$ cat src/rtl/reg_wb_pkg.sv
// Shared types and default widths for the register write-back queue.
package reg_wb_pkg;

  localparam int WB_W = 8;
  localparam int WB_D = 3;

  typedef struct packed {
    logic [WB_D-1:0] addr;
    logic [WB_W-1:0] data;
  } wb_entry_t;

  typedef enum logic {
    SRC_A = 1'b0,
    SRC_B = 1'b1
  } src_e;

endpackage

$ cat src/rtl/reg_wb_fifo.sv
// In-order write-back entry storage: circular buffer with pointers, occupancy
// and a per-slot live vector for pending/forwarding lookups.
module reg_wb_fifo
  import reg_wb_pkg::*;
#(
  parameter int DEPTH = 4,
  localparam int AW = $clog2(DEPTH)
) (
  input  logic             clk,
  input  logic             rst_n,
  input  logic             push,
  input  wb_entry_t        push_entry,
  input  logic             pop,
  output wb_entry_t        head,
  output wb_entry_t        slots [DEPTH],
  output logic [DEPTH-1:0] live,
  output logic [AW-1:0]    rd_ptr,
  output logic [AW:0]      count,
  output logic             full,
  output logic             empty
);

  wb_entry_t        mem_r [DEPTH];
  logic [AW-1:0]    wr_ptr_r;
  logic [AW-1:0]    rd_ptr_r;
  logic [AW:0]      count_r;
  logic             push_ok_s;
  logic             pop_ok_s;
  logic [DEPTH-1:0] live_s;

  assign full      = (count_r == (AW+1)'(DEPTH));
  assign empty     = (count_r == {(AW+1){1'b0}});
  assign push_ok_s = push && !full;
  assign pop_ok_s  = pop && !empty;

  // Storage write, pointer advance and occupancy tracking
  always_ff @(posedge clk or negedge rst_n) begin
    if (!rst_n) begin
      for (int i = 0; i < DEPTH; i++) begin
        mem_r[i] <= '0;
      end
      wr_ptr_r <= {AW{1'b0}};
      rd_ptr_r <= {AW{1'b0}};
      count_r  <= {(AW+1){1'b0}};
    end else begin
      if (push_ok_s) begin
        mem_r[wr_ptr_r] <= push_entry;
        wr_ptr_r        <= wr_ptr_r + 1'b1;
      end
      if (pop_ok_s) begin
        rd_ptr_r <= rd_ptr_r + 1'b1;
      end
      case ({push_ok_s, pop_ok_s})
        2'b10:   count_r <= count_r + 1'b1;
        2'b01:   count_r <= count_r - 1'b1;
        default: count_r <= count_r;
      endcase
    end
  end

  // A slot is live when its distance from the read pointer is below the count
  always_comb begin
    live_s = {DEPTH{1'b0}};
    for (int i = 0; i < DEPTH; i++) begin
      live_s[i] = ({1'b0, AW'(AW'(i) - rd_ptr_r)} < count_r);
    end
  end

  assign live   = live_s;
  assign head   = mem_r[rd_ptr_r];
  assign slots  = mem_r;
  assign rd_ptr = rd_ptr_r;
  assign count  = count_r;

endmodule

$ cat src/rtl/reg_wb_queue.sv
// Two-source round-robin write-back queue feeding the register file write port.
// Optional read-path forwarding of queued data is enabled by REG_WB_FORWARD_EN.
module reg_wb_queue
  import reg_wb_pkg::*;
#(
  parameter int W     = WB_W,
  parameter int D     = WB_D,
  parameter int DEPTH = 4
) (
  input  logic          clk,
  input  logic          rst_n,
  input  logic          a_valid,
  output logic          a_ready,
  input  logic [D-1:0]  a_addr,
  input  logic [W-1:0]  a_data,
  input  logic          b_valid,
  output logic          b_ready,
  input  logic [D-1:0]  b_addr,
  input  logic [W-1:0]  b_data,
  input  logic          wr_stall,
  output logic          wr_en,
  output logic [D-1:0]  wr_addr,
  output logic [W-1:0]  wr_data,
  output logic [2**D-1:0] pending,
  input  logic [D-1:0]  rd_addrA,
  input  logic [D-1:0]  rd_addrB,
  input  logic [W-1:0]  rf_dataA,
  input  logic [W-1:0]  rf_dataB,
  output logic [W-1:0]  fwd_dataA,
  output logic [W-1:0]  fwd_dataB
);

  localparam int AW = $clog2(DEPTH);
  localparam int NR = 2**D;

  src_e             rr_r;
  logic             a_grant_s;
  logic             b_grant_s;
  logic             push_s;
  logic             pop_s;
  wb_entry_t        in_entry_s;
  wb_entry_t        head_s;
  wb_entry_t        slots_s [DEPTH];
  logic [DEPTH-1:0] live_s;
  logic [AW-1:0]    rd_ptr_s;
  logic [AW:0]      count_s;
  logic             full_s;
  logic             empty_s;
  logic [NR-1:0]    pending_s;
  logic             unused_s;

  reg_wb_fifo #(.DEPTH(DEPTH)) u_fifo (
    .clk        (clk),
    .rst_n      (rst_n),
    .push       (push_s),
    .push_entry (in_entry_s),
    .pop        (pop_s),
    .head       (head_s),
    .slots      (slots_s),
    .live       (live_s),
    .rd_ptr     (rd_ptr_s),
    .count      (count_s),
    .full       (full_s),
    .empty      (empty_s)
  );

  // Round-robin grant and selection of the accepted entry; address 0 is dropped
  always_comb begin
    a_grant_s = !full_s && a_valid && (!b_valid || rr_r == SRC_A);
    b_grant_s = !full_s && b_valid && (!a_valid || rr_r == SRC_B);
    if (a_grant_s) begin
      in_entry_s.addr = a_addr;
      in_entry_s.data = a_data;
    end else if (b_grant_s) begin
      in_entry_s.addr = b_addr;
      in_entry_s.data = b_data;
    end else begin
      in_entry_s = '0;
    end
    push_s = (a_grant_s || b_grant_s) && (|in_entry_s.addr);
  end

  assign a_ready = a_grant_s;
  assign b_ready = b_grant_s;

  // Priority pointer moves to the source that was not just granted
  always_ff @(posedge clk or negedge rst_n) begin
    if (!rst_n) begin
      rr_r <= SRC_B;
    end else if (a_grant_s) begin
      rr_r <= SRC_B;
    end else if (b_grant_s) begin
      rr_r <= SRC_A;
    end else begin
      rr_r <= rr_r;
    end
  end

  // Head retirement onto the register file write port
  always_comb begin
    pop_s = !empty_s && !wr_stall;
    if (pop_s) begin
      wr_en   = 1'b1;
      wr_addr = head_s.addr;
      wr_data = head_s.data;
    end else begin
      wr_en   = 1'b0;
      wr_addr = {D{1'b0}};
      wr_data = {W{1'b0}};
    end
  end

  // Per-register pending mask over live slots; register 0 is never pending
  always_comb begin
    pending_s = {NR{1'b0}};
    for (int i = 0; i < DEPTH; i++) begin
      pending_s[slots_s[i].addr] = pending_s[slots_s[i].addr] | live_s[i];
    end
    pending_s[0] = 1'b0;
  end

  assign pending = pending_s;

`ifdef REG_WB_FORWARD_EN
  // Walk oldest to youngest so the youngest matching entry wins
  function automatic logic [W-1:0] fwd_pick(
    input logic [D-1:0]     raddr,
    input logic [W-1:0]     rf,
    input wb_entry_t        s [DEPTH],
    input logic [DEPTH-1:0] lv,
    input logic [AW-1:0]    rp
  );
    logic [W-1:0]  res;
    logic [AW-1:0] idx;
    res = rf;
    for (int k = 0; k < DEPTH; k++) begin
      idx = rp + AW'(k);
      if (lv[idx] && s[idx].addr == raddr) begin
        res = s[idx].data;
      end else begin
        res = res;
      end
    end
    if (raddr == {D{1'b0}}) begin
      res = {W{1'b0}};
    end else begin
      res = res;
    end
    return res;
  endfunction

  assign fwd_dataA = fwd_pick(rd_addrA, rf_dataA, slots_s, live_s, rd_ptr_s);
  assign fwd_dataB = fwd_pick(rd_addrB, rf_dataB, slots_s, live_s, rd_ptr_s);
  assign unused_s  = ^count_s;
`else
  assign fwd_dataA = rf_dataA;
  assign fwd_dataB = rf_dataB;
  assign unused_s  = ^{count_s, rd_addrA, rd_addrB, rd_ptr_s};
`endif

endmodule

$ cat config.mk
export PLATFORM = sky130hd
export DESIGN_NAME = reg_wb_queue
export DESIGN_NICKNAME = d
export VERILOG_FILES = /design/src/rtl/reg_wb_pkg.sv /design/src/rtl/reg_wb_fifo.sv /design/src/rtl/reg_wb_queue.sv
export SDC_FILE = /design/constraint.sdc
export NUM_CORES = 1
export LEC_CHECK = 0
export CAP_MARGIN = 25
export CELL_PAD_IN_SITES_DETAIL_PLACEMENT = 1
export CELL_PAD_IN_SITES_GLOBAL_PLACEMENT = 2
export CORE_MARGIN = 1.5
export CORE_UTILIZATION = 33
export CTS_BUF_LIST = sky130_fd_sc_hd__clkbuf_4 sky130_fd_sc_hd__clkbuf_8
export DETAILED_ROUTE_END_ITERATION = 12
export PLACE_DENSITY_LB_ADDON = 0.1
export SYNTH_ARGS = -nofsm -noshare
export SYNTH_HDL_FRONTEND = slang
export SYNTH_SLANG_ARGS = --single-unit
$ cat constraint.sdc
create_clock -name clk -period 3.2 [get_ports clk]
set_clock_uncertainty 0.2 [all_clocks]
set_input_delay 0.64 -clock clk [delete_from_list [all_inputs] [get_ports clk]]
set_output_delay 0.64 -clock clk [all_outputs]
set_load 0.005 [all_outputs]
==> results.md, run 1 <==
* Worst Setup Start Kind: flip-flop
* Critical Path Start: u_fifo.rd_ptr[1]$_DFFE_PN0P_
* Adder-cell share of the synthesized area at 3.75%
* Mean Syn Cell Area at 12.0 µm²
* Pre-CTS setup slack at -0.136 ns
* Leading area contributor after synthesis: dfrtp_1
* Syn_nets at 355
* Reg power frac at 25.8%
* Drc violations at 0
* Yosys top cell area share at 36.0%
* IO buf count at 47
* CP Max Fanout at 5
* Clock sinks at 52
* Die Area at 11400 µm²
* PD cells at 1070 nW/µm²
* Crit share post-route at 100%
* Initial Utilization at 34.1%
* Status: complete, but fails checks
* Async SR Flop Fraction at 100%
* Antenna violations before repair at 0
* Post-synth EDFFs at 0
* Finish-stage setup viols at 1
* Crit path time final at 3.20 ns
* CTS Root Cell: clkbuf_8
* Post-Synth Simple-Gate Area at 12.2%
* Final HPWL DP at 6600 µm
* CTS Buffer Depth at 2
* Overflow after GRT at 0
* Yosys warnings at 0
* Fin util at 42.1%
* DRT Pass-1 Iters at 4
* Fillers at 1134
* Max Cap Viol at 0
* Synth cell types at 54
* Total Wirelength at 9450 µm
* Setup CP Type: flip-flop to output port
* Die width at 107 µm
* Crit. End Element: output port
* Portion of netlist area occupied by mux cells at 25.2%
* Worst R2R End: u_fifo.count[2]$_DFFE_PN0P_
* Final Hold Viols at 0
* Vias at 2529
* Slew Viols, Final at 0
* Ys flop type: dfrtp_1
* Area growth, synth to finish at 23.3%
* Unrepaired setup endpoints after global routing: true
* Reg-to-reg startpoint: u_fifo.count[2]$_DFFE_PN0P_
* Max VDD drop at 0.395 mV
* Worst-path clk slew at 0.11 ns
* Synth area leaders: dfrtp_1 (36%), mux2_4 (17%), mux4_2 (7.0%)
* Largest net degree at the start of global routing at 30
* Global Route Usage Sum at 17.5%
* Worst setup path endpoint: pending[3]
* Routed Antenna Nets at 0
* F_max at 312 MHz
* Pint at 2.78 mW
* Count leader, synth: dfrtp_1
* Wire length per cell at 19.6 µm
* Synth Register Bits at 52
* Compound-Gate Fraction of Synth Area at 10.2%
* TritonCTS Buffers at 5
* Combinational power share at 65.4%
* First-pass GRT wire length at 15300 µm
* Switching share of total power at 40.4%
* Total power at 4.66 mW
* Die height at 107 µm
* Core footprint at 10400 µm²
* Synthesized area at 3540 µm²
* Rows at 37
* CP required at 2.36 ns
* Largest family of logic cells by synthesized area: multiplexers
* Worst Path Arrival at 2.36 ns
* Register area at 1310 µm²
* Post-Syn Instances at 296
* Iter 0 DRT Violations at 101
* Sequential fraction of the synthesis area at 36.8%
* Xor/xnor cell area share of the yosys netlist at 2.97%
* Sw Pwr at 1.88 mW
* Vias in the first global route at 2739
* Flop-to-flop setup slack at 0.61 ns
* Final worst-path setup slack at -0.00248 ns
* Worst min path class: primary input to async pin
* Share of cells above drive strength 1 at 38.0%
* CTS tree: done
* Worst Reg-to-Reg Cells at 10
* Fin nets at 405
* Ant diodes at 0
* Vias per cell at 5.24
* Multi-input gate area at 2060 µm²
* Commonest cells in the netlist: dfrtp_1 (51), mux2_4 (40), buf_4 (17)
* H-tree Lvls at 2
* Ports at 87
* Violated checks: negative setup slack
* Routability Congestion at 0.739
* Skew-Pair Late Insertion Delay at 0.32 ns
* Lkg Pwr at 2.01 nW
* Clk pwr share at 8.8%
[cell families after synthesis]
group	after synthesis
flip-flops	52
XOR/XNOR	12
AND/OR/NAND/NOR	69
other	1
adder cells (fa/ha/maj)	10
buffers and inverters	50
multiplexers	55
AO/OA/AOI/OAI	47
[cell type report]
type                    instances  area share, %
multi-input cells             195           47.2
flip-flops and latches         52           29.9
repair buffers                 78           15.6
well taps                     136           3.90
clock buffers                   5           1.58
inverters                      14           1.20
clock inverters                 3          0.573
[per-stage QoR]
| stage | hold slack (ns) | cells | TNS [ns] | area (µm²) |
|---|---|---|---|---|
| 2_1_floorplan | 0.144 | 296 | 0 | 3540 |
| 3_3_place_gp | 0.277 | 470 | -0.213 | 4120 |
| 3_5_place_dp | 0.289 | 470 | -0.298 | 4120 |
| 4_1_cts | 0.0939 | 483 | -0.0237 | 4360 |
| 5_1_grt | 0.101 | 483 | -0.190 | 4370 |
| 6_report | 0.0907 | 483 | -0.00248 | 4370 |
[sequential cells by signal (all words and copies together) (netlist names)]
name and cells:
rr_r 1, u_fifo.count 3, u_fifo.rd_ptr 2, u_fifo.slots 44, u_fifo.wr_ptr_r 2
[cells in the final DEF, fill, tap and decap left out, types with 3 or more instances in the layout]
master	instances
or3_1	4
nand2_1	12
xnor2_1	8
and2_1	11
mux2_1	4
buf_4	29
nor2b_1	6
mux2_4	40
nand2_4	4
a22o_1	12
inv_1	12
mux4_2	11
dfrtp_1	49
o21ai_0	6
nor2_1	8
xor2_1	3
buf_2	4
nand3_1	6
ha_1	7
clkbuf_8	5
clkdlybuf4s50_1	39
[worst max-delay path: stages (launching register included)]
cell and delay [ns]:
dfrtp_2 0.45, xnor2_2 0.22, inv_2 0.07, ha_4 0.15
nor2b_4 0.13, a31o_4 0.24, nor4b_4 0.23, nor4b_2 0.09
buf_4 0.15, o31ai_2 0.17, buf_2 0.15
[layer usage]
layer | GRT usage, % | wire (µm) | part of all wire [%]
met1 | 24.4 | 4450 | 47
met2 | 28.3 | 4490 | 48
met3 | 3.40 | 412 | 4.4
met4 | 3.81 | 94 | 0.99
met5 | 0 | 0 | 0
[power by group through the flow]
| stage | Combinational, mW | Clock (mW) | Sequential [mW] |
|---|---|---|---|
| finish | 3.05 | 0.410 | 1.20 |
| global route | 3.31 | 0.447 | 1.26 |
| CTS | 3.04 | 0.428 | 1.20 |
| detailed placement | 2.76 | 0 | 1.19 |
| global placement | 2.73 | 0 | 1.19 |
| floorplan | 1.91 | 0 | 1.11 |
[worst min path at each step]
stage | from | endpoint | slack, ns | depth (start not counted)
2_1_floorplan | rst_n | u_fifo.count[0]$_DFFE_PN0P_ | 0.14 | 0
3_3_place_gp | u_fifo.slots[17]$_DFFE_PN0P_ | u_fifo.slots[17]$_DFFE_PN0P_ | 0.28 | 1
3_5_place_dp | u_fifo.slots[13]$_DFFE_PN0P_ | u_fifo.slots[13]$_DFFE_PN0P_ | 0.29 | 1
4_1_cts | rst_n | u_fifo.slots[2]$_DFFE_PN0P_ | 0.09 | 2
5_1_grt | rst_n | u_fifo.slots[2]$_DFFE_PN0P_ | 0.10 | 2
6_report | rst_n | u_fifo.slots[2]$_DFFE_PN0P_ | 0.09 | 2
[timing repair]
action,4_1_cts,5_1_grt
endpoints found under the hold margin,0,0
endpoints found under the setup margin,7,8
gates resized for setup,40,9
pin swaps,9,9
setup buffers,4,0
hold buffers,0,0
gates cloned,1,0
No activity file was read; power rests on OpenSTA's default activity.
==> run 2: changes to the inputs <==
--- a/config.mk
+++ b/config.mk
@@ -8,8 +8,8 @@
 export CAP_MARGIN = 25
 export CELL_PAD_IN_SITES_DETAIL_PLACEMENT = 1
 export CELL_PAD_IN_SITES_GLOBAL_PLACEMENT = 2
-export CORE_MARGIN = 1.5
-export CORE_UTILIZATION = 33
+export CORE_MARGIN = 2
+export CORE_UTILIZATION = 30
 export CTS_BUF_LIST = sky130_fd_sc_hd__clkbuf_4 sky130_fd_sc_hd__clkbuf_8
 export DETAILED_ROUTE_END_ITERATION = 12
 export PLACE_DENSITY_LB_ADDON = 0.1
==> constraint.sdc (replaced) <==
create_clock -name clk -period 2.9 [get_ports clk]
set_clock_uncertainty 0.2 [all_clocks]
set_input_delay 0.58 -clock clk [delete_from_list [all_inputs] [get_ports clk]]
set_output_delay 0.58 -clock clk [all_outputs]
set_load 0.005 [all_outputs]
==> results.md, run 2 (synthesis gave the netlist of run 1 again) <==
* Crit path time final at 3.18 ns
* Commonest non-fill, non-tap cells in the layout: dfrtp_1 (50), buf_4 (45), mux2_4 (40)
* Global Route Usage Sum at 15.8% (-1.7 points)
* Area growth, synth to finish at 31.2%
* Register area at 1300 µm² (about the same)
* Area post-placement at 4240 µm² (+2.9%)
* Rows at 39 (+5.4%)
* Die width at 113 µm (+5.7%)
* Design area at 4650 µm² (+6.4%)
* Routability Congestion at 0.814 (+10%)
* Worst min path class: flip-flop to flip-flop
* Antenna violations before repair at 0 (unchanged)
* CTS tree: done
* Reg-to-reg startpoint: u_fifo.count[0]$_DFFE_PN0P_
* Worst Path Arrival at 2.40 ns (+0.04 ns)
* Vias in the first global route at 2788 (+1.8%)
* Ant diodes at 0 (unchanged)
* Die Area at 12700 µm² (+12%)
* Max VDD drop at 0.477 mV (+21%)
* Flop-to-flop setup slack at 0.34 ns (-0.27 ns)
* Worst R2R End: u_fifo.count[2]$_DFFE_PN0P_
* Final Hold Viols at 0 (unchanged)
* Unrepaired setup endpoints after global routing: true
* Iter 0 DRT Violations at 72 (-29%)
* Worst Reg-to-Reg Cells at 11 (+1)
* Skew-Pair Late Insertion Delay at 0.32 ns (about the same)
* DRT Pass-1 Iters at 4 (unchanged)
* Worst-path clk slew at 0.10 ns (about the same)
* Wire length per cell at 18.8 µm (-4.0%)
* F_max at 314 MHz
* Cells on Worst Hold Path at 1
* IO buf count at 47 (unchanged)
* Largest net degree at the start of global routing at 50 (+67%)
* CP peak stage delay at 0.42 ns (-0.03 ns)
* Crit-path most repeated cell: nor4b_4
* PD cells at 1210 nW/µm² (+13%)
* Slew Viols, Final at 0 (unchanged)
* H-tree Lvls at 2 (unchanged)
* Crit share post-route at 110%
* CTS Root Cell: clkbuf_8
* Total Wirelength at 9620 µm (+1.7%)
* Worst path slowest cell: dfrtp_1
* Die height at 113 µm (+5.7%)
* Setup CP Type: flip-flop to output port
* Min-delay src: u_fifo.slots[17]$_DFFE_PN0P_
* Status: complete, but fails checks
* Vias per cell at 4.94 (-5.6%)
* Routed Antenna Nets at 0 (unchanged)
* Drc violations at 0 (unchanged)
* WHS Endpoint: u_fifo.slots[17]$_DFFE_PN0P_
* Fillers at 1215 (+7.1%)
* Lkg Pwr at 2.22 nW (+10%)
* Ports at 87 (unchanged)
* Final TNS setup at -2.15 ns (-2.14 ns)
* Most common cell after layout, fill and taps aside: dfrtp_1
* Max Cap Viol at 0 (unchanged)
* CTS Buffer Depth at 2 (unchanged)
* CP required at 2.12 ns (-0.24 ns)
* Multi-input gate area at 2100 µm² (+1.9%)
* Number of flip-flops in the largest register at 44 (unchanged)
* Finish-stage setup viols at 12 (+11)
* Core footprint at 11500 µm² (+11%)
* Final HPWL DP at 6850 µm (+3.8%)
* Violated checks: negative setup slack
* Vias at 2530 (+0.040%)
* TritonCTS Buffers at 5 (unchanged)
* Initial Utilization at 30.9% (-3.3 points)
* Fin nets at 427 (+5.4%)
* First-pass GRT wire length at 15700 µm (+2.4%)
* CP Max Fanout at 4 (-1)
* Clock sinks at 52 (unchanged)
* Total power at 5.60 mW (+20%)
* Crit. End Element: output port
* Worst Setup Start Kind: flip-flop
* CP cell instances: xnor2_2, inv_2, ha_4, nor2b_4, a31o_4, buf_6, nor4b_4, nor4b_4, o31ai_1, buf_2
* Final worst-path setup slack at -0.282 ns (-0.280 ns)
* Share of cells above drive strength 1 at 42.8% (+4.8 points)
* Overflow after GRT at 0 (unchanged)
[run 2: cell types whose count changed in the layout (fill, tap and decap cells not counted), sizes merged]
cell | previous run | this run
clkbuf | 7 | 5
dlygate4sd3 | 0 | 1
buf | 35 | 61
bufinv | 0 | 1
inv | 16 | 14
clkinv | 0 | 1
dlymetal6s2s | 0 | 4
a31o | 2 | 1
clkdlybuf4s50 | 39 | 34
dlygate4sd2 | 2 | 1
[run 2: metal layers]
metal	vias to the layer above	global-route usage, %	routed length (µm)
met2	46	24.5	4530
met4	0	3.98	91
met1	1286	23.0	4680
li1	1189	-	-
met3	9	2.54	321
met5	-	0	0
[run 2: area by class of cell]
| type | instances | share of cell area, % |
|---|---|---|
| clock inverters | 3 | 0.916 |
| clock buffers | 5 | 1.48 |
| inverters | 14 | 1.19 |
| well taps | 143 | 3.85 |
| flip-flops and latches | 52 | 28.1 |
| repair buffers | 101 | 19.3 |
| multi-input cells | 194 | 45.2 |
[run 2: worst max-delay path: cells and delay by family, from the launching register on]
kind                     cells  cell delay [ns]
buffers and inverters        3             0.35
flip-flops                   1             0.42
adder cells (fa/ha/maj)      1             0.15
AND/OR/NAND/NOR              3             0.52
XOR/XNOR                     1             0.21
AO/OA/AOI/OAI                2             0.42
[run 2: how the worst max path moves through the flow]
| stage | endpoint | startpoint | slack [ns] | depth (start not counted) |
|---|---|---|---|---|
| 2_1_floorplan | pending[3] | u_fifo.rd_ptr[0]$_DFFE_PN0P_ | 0.02 | 9 |
| 3_3_place_gp | pending[3] | u_fifo.rd_ptr[1]$_DFFE_PN0P_ | -0.32 | 9 |
| 3_5_place_dp | pending[3] | u_fifo.rd_ptr[1]$_DFFE_PN0P_ | -0.36 | 9 |
| 4_1_cts | pending[3] | u_fifo.rd_ptr[0]$_DFFE_PN0P_ | -0.31 | 9 |
| 5_1_grt | pending[3] | u_fifo.rd_ptr[0]$_DFFE_PN0P_ | -0.44 | 10 |
| 6_report | pending[3] | u_fifo.rd_ptr[0]$_DFFE_PN0P_ | -0.28 | 10 |
[run 2: timing repair]
action                                  4_1_cts  5_1_grt
setup buffers                                12        1
gates resized for setup                      64       13
hold buffers                                  1        0
hold endpoints to repair                      2        0
pin swaps                                    16        8
endpoints found under the setup margin       19       18
[run 2: stage by stage]
step           util [%]  setup WS (ns)  hold WS, ns  std cells
2_1_floorplan         -         0.0189       0.0844        296
3_3_place_gp       37.0         -0.320        0.212        490
3_5_place_dp       37.0         -0.362        0.211        490
4_1_cts            40.0         -0.315        0.314        511
5_1_grt            40.5         -0.439        0.335        512
6_report           40.5         -0.282        0.312        512
[run 2: power breakdown]
group	internal [mW]	switching, mW
Combinational	2.15	1.62
Sequential	1.05	0.265
Clock	0.256	0.257
==> run 3: changes to the inputs <==
--- a/config.mk
+++ b/config.mk
@@ -12,6 +12,7 @@
 export CORE_UTILIZATION = 30
 export CTS_BUF_LIST = sky130_fd_sc_hd__clkbuf_4 sky130_fd_sc_hd__clkbuf_8
 export DETAILED_ROUTE_END_ITERATION = 12
+export GPL_TIMING_DRIVEN = 0
 export PLACE_DENSITY_LB_ADDON = 0.1
 export SYNTH_ARGS = -nofsm -noshare
 export SYNTH_HDL_FRONTEND = slang
==> results.md, run 3 (synthesis gave the netlist of run 1 again) <==
* CP required at 2.12 ns (about the same)
* PD cells at 1110 nW/µm² (-7.7%)
* CP peak stage delay at 0.45 ns (+0.03 ns)
* Worst min path class: primary input to async pin
* Most common cell after layout, fill and taps aside: dfrtp_1
* Reg-to-reg startpoint: u_fifo.count[0]$_DFFE_PN0P_
* Sw Pwr at 2.17 mW (+1.4%)
* Area growth, synth to finish at 39.1%
* Number of flip-flops in the largest register at 44 (unchanged)
* Crit share post-route at 110% (+0.20 points)
* Largest net degree at the start of global routing at 28 (-44%)
* Max-slew headroom at 57.4%
* Status: complete, but fails checks
* Vias in the first global route at 2885 (+3.5%)
* Reg power frac at 24.0% (+0.5 points)
* Iter 0 DRT Violations at 78 (+8.3%)
* Die width at 113 µm (unchanged)
* Max Cap Viol at 0 (unchanged)
* Pint at 3.30 mW (-4.5%)
* Core footprint at 11500 µm² (unchanged)
* Final HPWL DP at 6820 µm (-0.52%)
* Rows at 39 (unchanged)
* CTS Root Cell: clkbuf_8
* Crit path max-delay family: compound AO/OA/AOI/OAI gates
* Drc violations at 0 (unchanged)
* Die Area at 12700 µm² (unchanged)
* Worst Reg-to-Reg Cells at 11 (unchanged)
* Finish-stage setup viols at 7 (-5)
* Flop-to-flop setup slack at 0.25 ns (-0.09 ns)
* Crit. End Element: output port
* CP cell instances: buf_12, xnor2_4, inv_2, ha_4, a31o_4, buf_4, nor2_2, a32o_1, a311o_1, buf_2
* Routability Congestion at 0.771 (-5.3%)
* Final worst-path setup slack at -0.288 ns (-0.00576 ns)
* Share of cells above drive strength 1 at 43.8% (+1.0 points)
* Switching share of total power at 39.7% (+1.4 points)
* Area post-placement at 4370 µm² (+3.1%)
* Global Route Usage Sum at 15.9% (+0.11 points)
* Worst Setup Start Kind: flip-flop
* Unrepaired setup endpoints after global routing: true
* First-pass GRT wire length at 16000 µm (+1.8%)
* Worst-margin pin slew at 0.639 ns
* Clk pwr share at 8.3% (-0.9 points)
* Combinational power share at 67.8% (+0.4 points)
* Skew-Pair Late Insertion Delay at 0.31 ns (about the same)
* Lkg Pwr at 2.36 nW (+6.4%)
* F_max at 314 MHz (-0.18%)
* Commonest non-fill, non-tap cells in the layout: dfrtp_1 (47), clkdlybuf4s50_1 (44), mux2_4 (40)
* Final Hold Viols at 0 (unchanged)
* Wire length per cell at 18.5 µm (-1.7%)
* Fin nets at 448 (+4.9%)
* CTS hold repair buffers at 0 (-1)
* H-tree Lvls at 2 (unchanged)
* Violated checks: negative setup slack
* Slew Viols, Final at 0 (unchanged)
* Antenna violations before repair at 0 (unchanged)
* Fin util at 42.9% (+2.4 points)
* Worst R2R End: u_fifo.count[2]$_DFFE_PN0P_
* Vias per cell at 4.93 (-0.22%)
* Ant diodes at 0 (unchanged)
* Die height at 113 µm (unchanged)
* Worst Path Arrival at 2.41 ns (about the same)
* Max VDD drop at 0.327 mV (-31%)
* Routed Antenna Nets at 0 (unchanged)
* Pre-CTS setup slack at -0.891 ns (-0.529 ns)
* Worst-path clk slew at 0.11 ns (about the same)
* Worst path slowest cell: dfrtp_2
* TritonCTS Buffers at 5 (unchanged)
* CP Max Fanout at 7 (+3)
* Ports at 87 (unchanged)
* Overflow after GRT at 0 (unchanged)
* Initial Utilization at 30.9% (unchanged)
* CP bufs+invs at 4 (+1)
* Final TNS setup at -1.40 ns (+0.743 ns)
* CTS tree: done
* Clock sinks at 52 (unchanged)
* Setup CP Type: flip-flop to output port
* Crit path time final at 3.19 ns (+0.00575 ns)
* DRT Pass-1 Iters at 4 (unchanged)
* Design area at 4920 µm² (+6.0%)
* CTS Buffer Depth at 2 (unchanged)
* IO buf count at 63 (+34%)
* Total Wirelength at 9840 µm (+2.3%)
* Vias at 2628 (+3.9%)
-- run 3: changes by cell type in the layout (fill, tap and decap cells not counted), moves of 3 or more --
cell             before  now
dlymetal6s2s_1        4    7
dfrtp_2               1    4
buf_6                 6    3
dfrtp_1              50   47
buf_8                 0    5
clkdlybuf4s50_1      34   44
buf_4                45   38
clkbuf_2              0    5
-- run 3: metal layers --
| layer | global-route usage [%] | up-vias | part of all wire [%] | wire length, µm |
|---|---|---|---|---|
| li1 | - | 1232 | - | - |
| met1 | 21.9 | 1331 | 47 | 4650 |
| met2 | 27.0 | 61 | 49 | 4850 |
| met3 | 2.16 | 4 | 3.0 | 300 |
| met4 | 2.93 | 0 | 0.41 | 40 |
| met5 | 0 | - | 0 | 0 |
-- run 3: how the worst max path moves through the flow --
stage | cells past startpoint | startpoint | endpoint
2_1_floorplan | 9 | u_fifo.rd_ptr[0]$_DFFE_PN0P_ | pending[3]
3_3_place_gp | 9 | u_fifo.rd_ptr[1]$_DFFE_PN0P_ | pending[5]
6_report | 10 | u_fifo.rd_ptr[0]$_DFFE_PN0P_ | pending[6]
5_1_grt | 9 | u_fifo.rd_ptr[1]$_DFFE_PN0P_ | pending[5]
3_5_place_dp | 10 | u_fifo.rd_ptr[1]$_DFFE_PN0P_ | pending[3]
4_1_cts | 10 | u_fifo.rd_ptr[0]$_DFFE_PN0P_ | pending[5]
-- run 3: area by class of cell --
type                    count  area, µm²
inverters                  14       58.8
well taps                 143        179
multi-input cells         194       2130
clock inverters             3       26.3
fillers                  1232       6540
flip-flops and latches     52       1310
plain buffers              35        335
repair buffers             87        818
clock buffers               5       68.8
-- run 3: power by group through the flow --
| stage | clock, mW | sequential, mW | combinational [mW] |
|---|---|---|---|
| floorplan | 0 | 1.22 | 2.11 |
| global placement | 0 | 1.30 | 2.96 |
| detailed placement | 0 | 1.31 | 3.00 |
| CTS | 0.468 | 1.30 | 3.63 |
| global route | 0.491 | 1.36 | 4.02 |
| finish | 0.453 | 1.31 | 3.71 |
-- run 3: timing repair --
action / CTS / global route
pin swaps: 15 / 8
setup endpoints to repair: 23 / 16
setup buffers: 17 / 7
resized for setup: 87 / 27
-- run 3: through the flow --
stage                     hold slack [ns]  instances  power (mW)
after detailed placement            0.290        503        4.31
final                              0.0640        533        5.48
after global placement              0.275        502        4.27
after floorplan                    0.0844        296        3.33
after global routing                0.111        533        5.87
after CTS                          0.0834        527        5.40
-- run 3: worst reg2reg max path, delay by kind of cell, from the launching register on --
kind | cells | cell delay (ns)
AO/OA/AOI/OAI | 1 | 0.23
XOR/XNOR | 2 | 0.27
adder cells (fa/ha/maj) | 2 | 0.54
buffers and inverters | 3 | 0.27
flip-flops | 1 | 0.49
AND/OR/NAND/NOR | 3 | 0.57
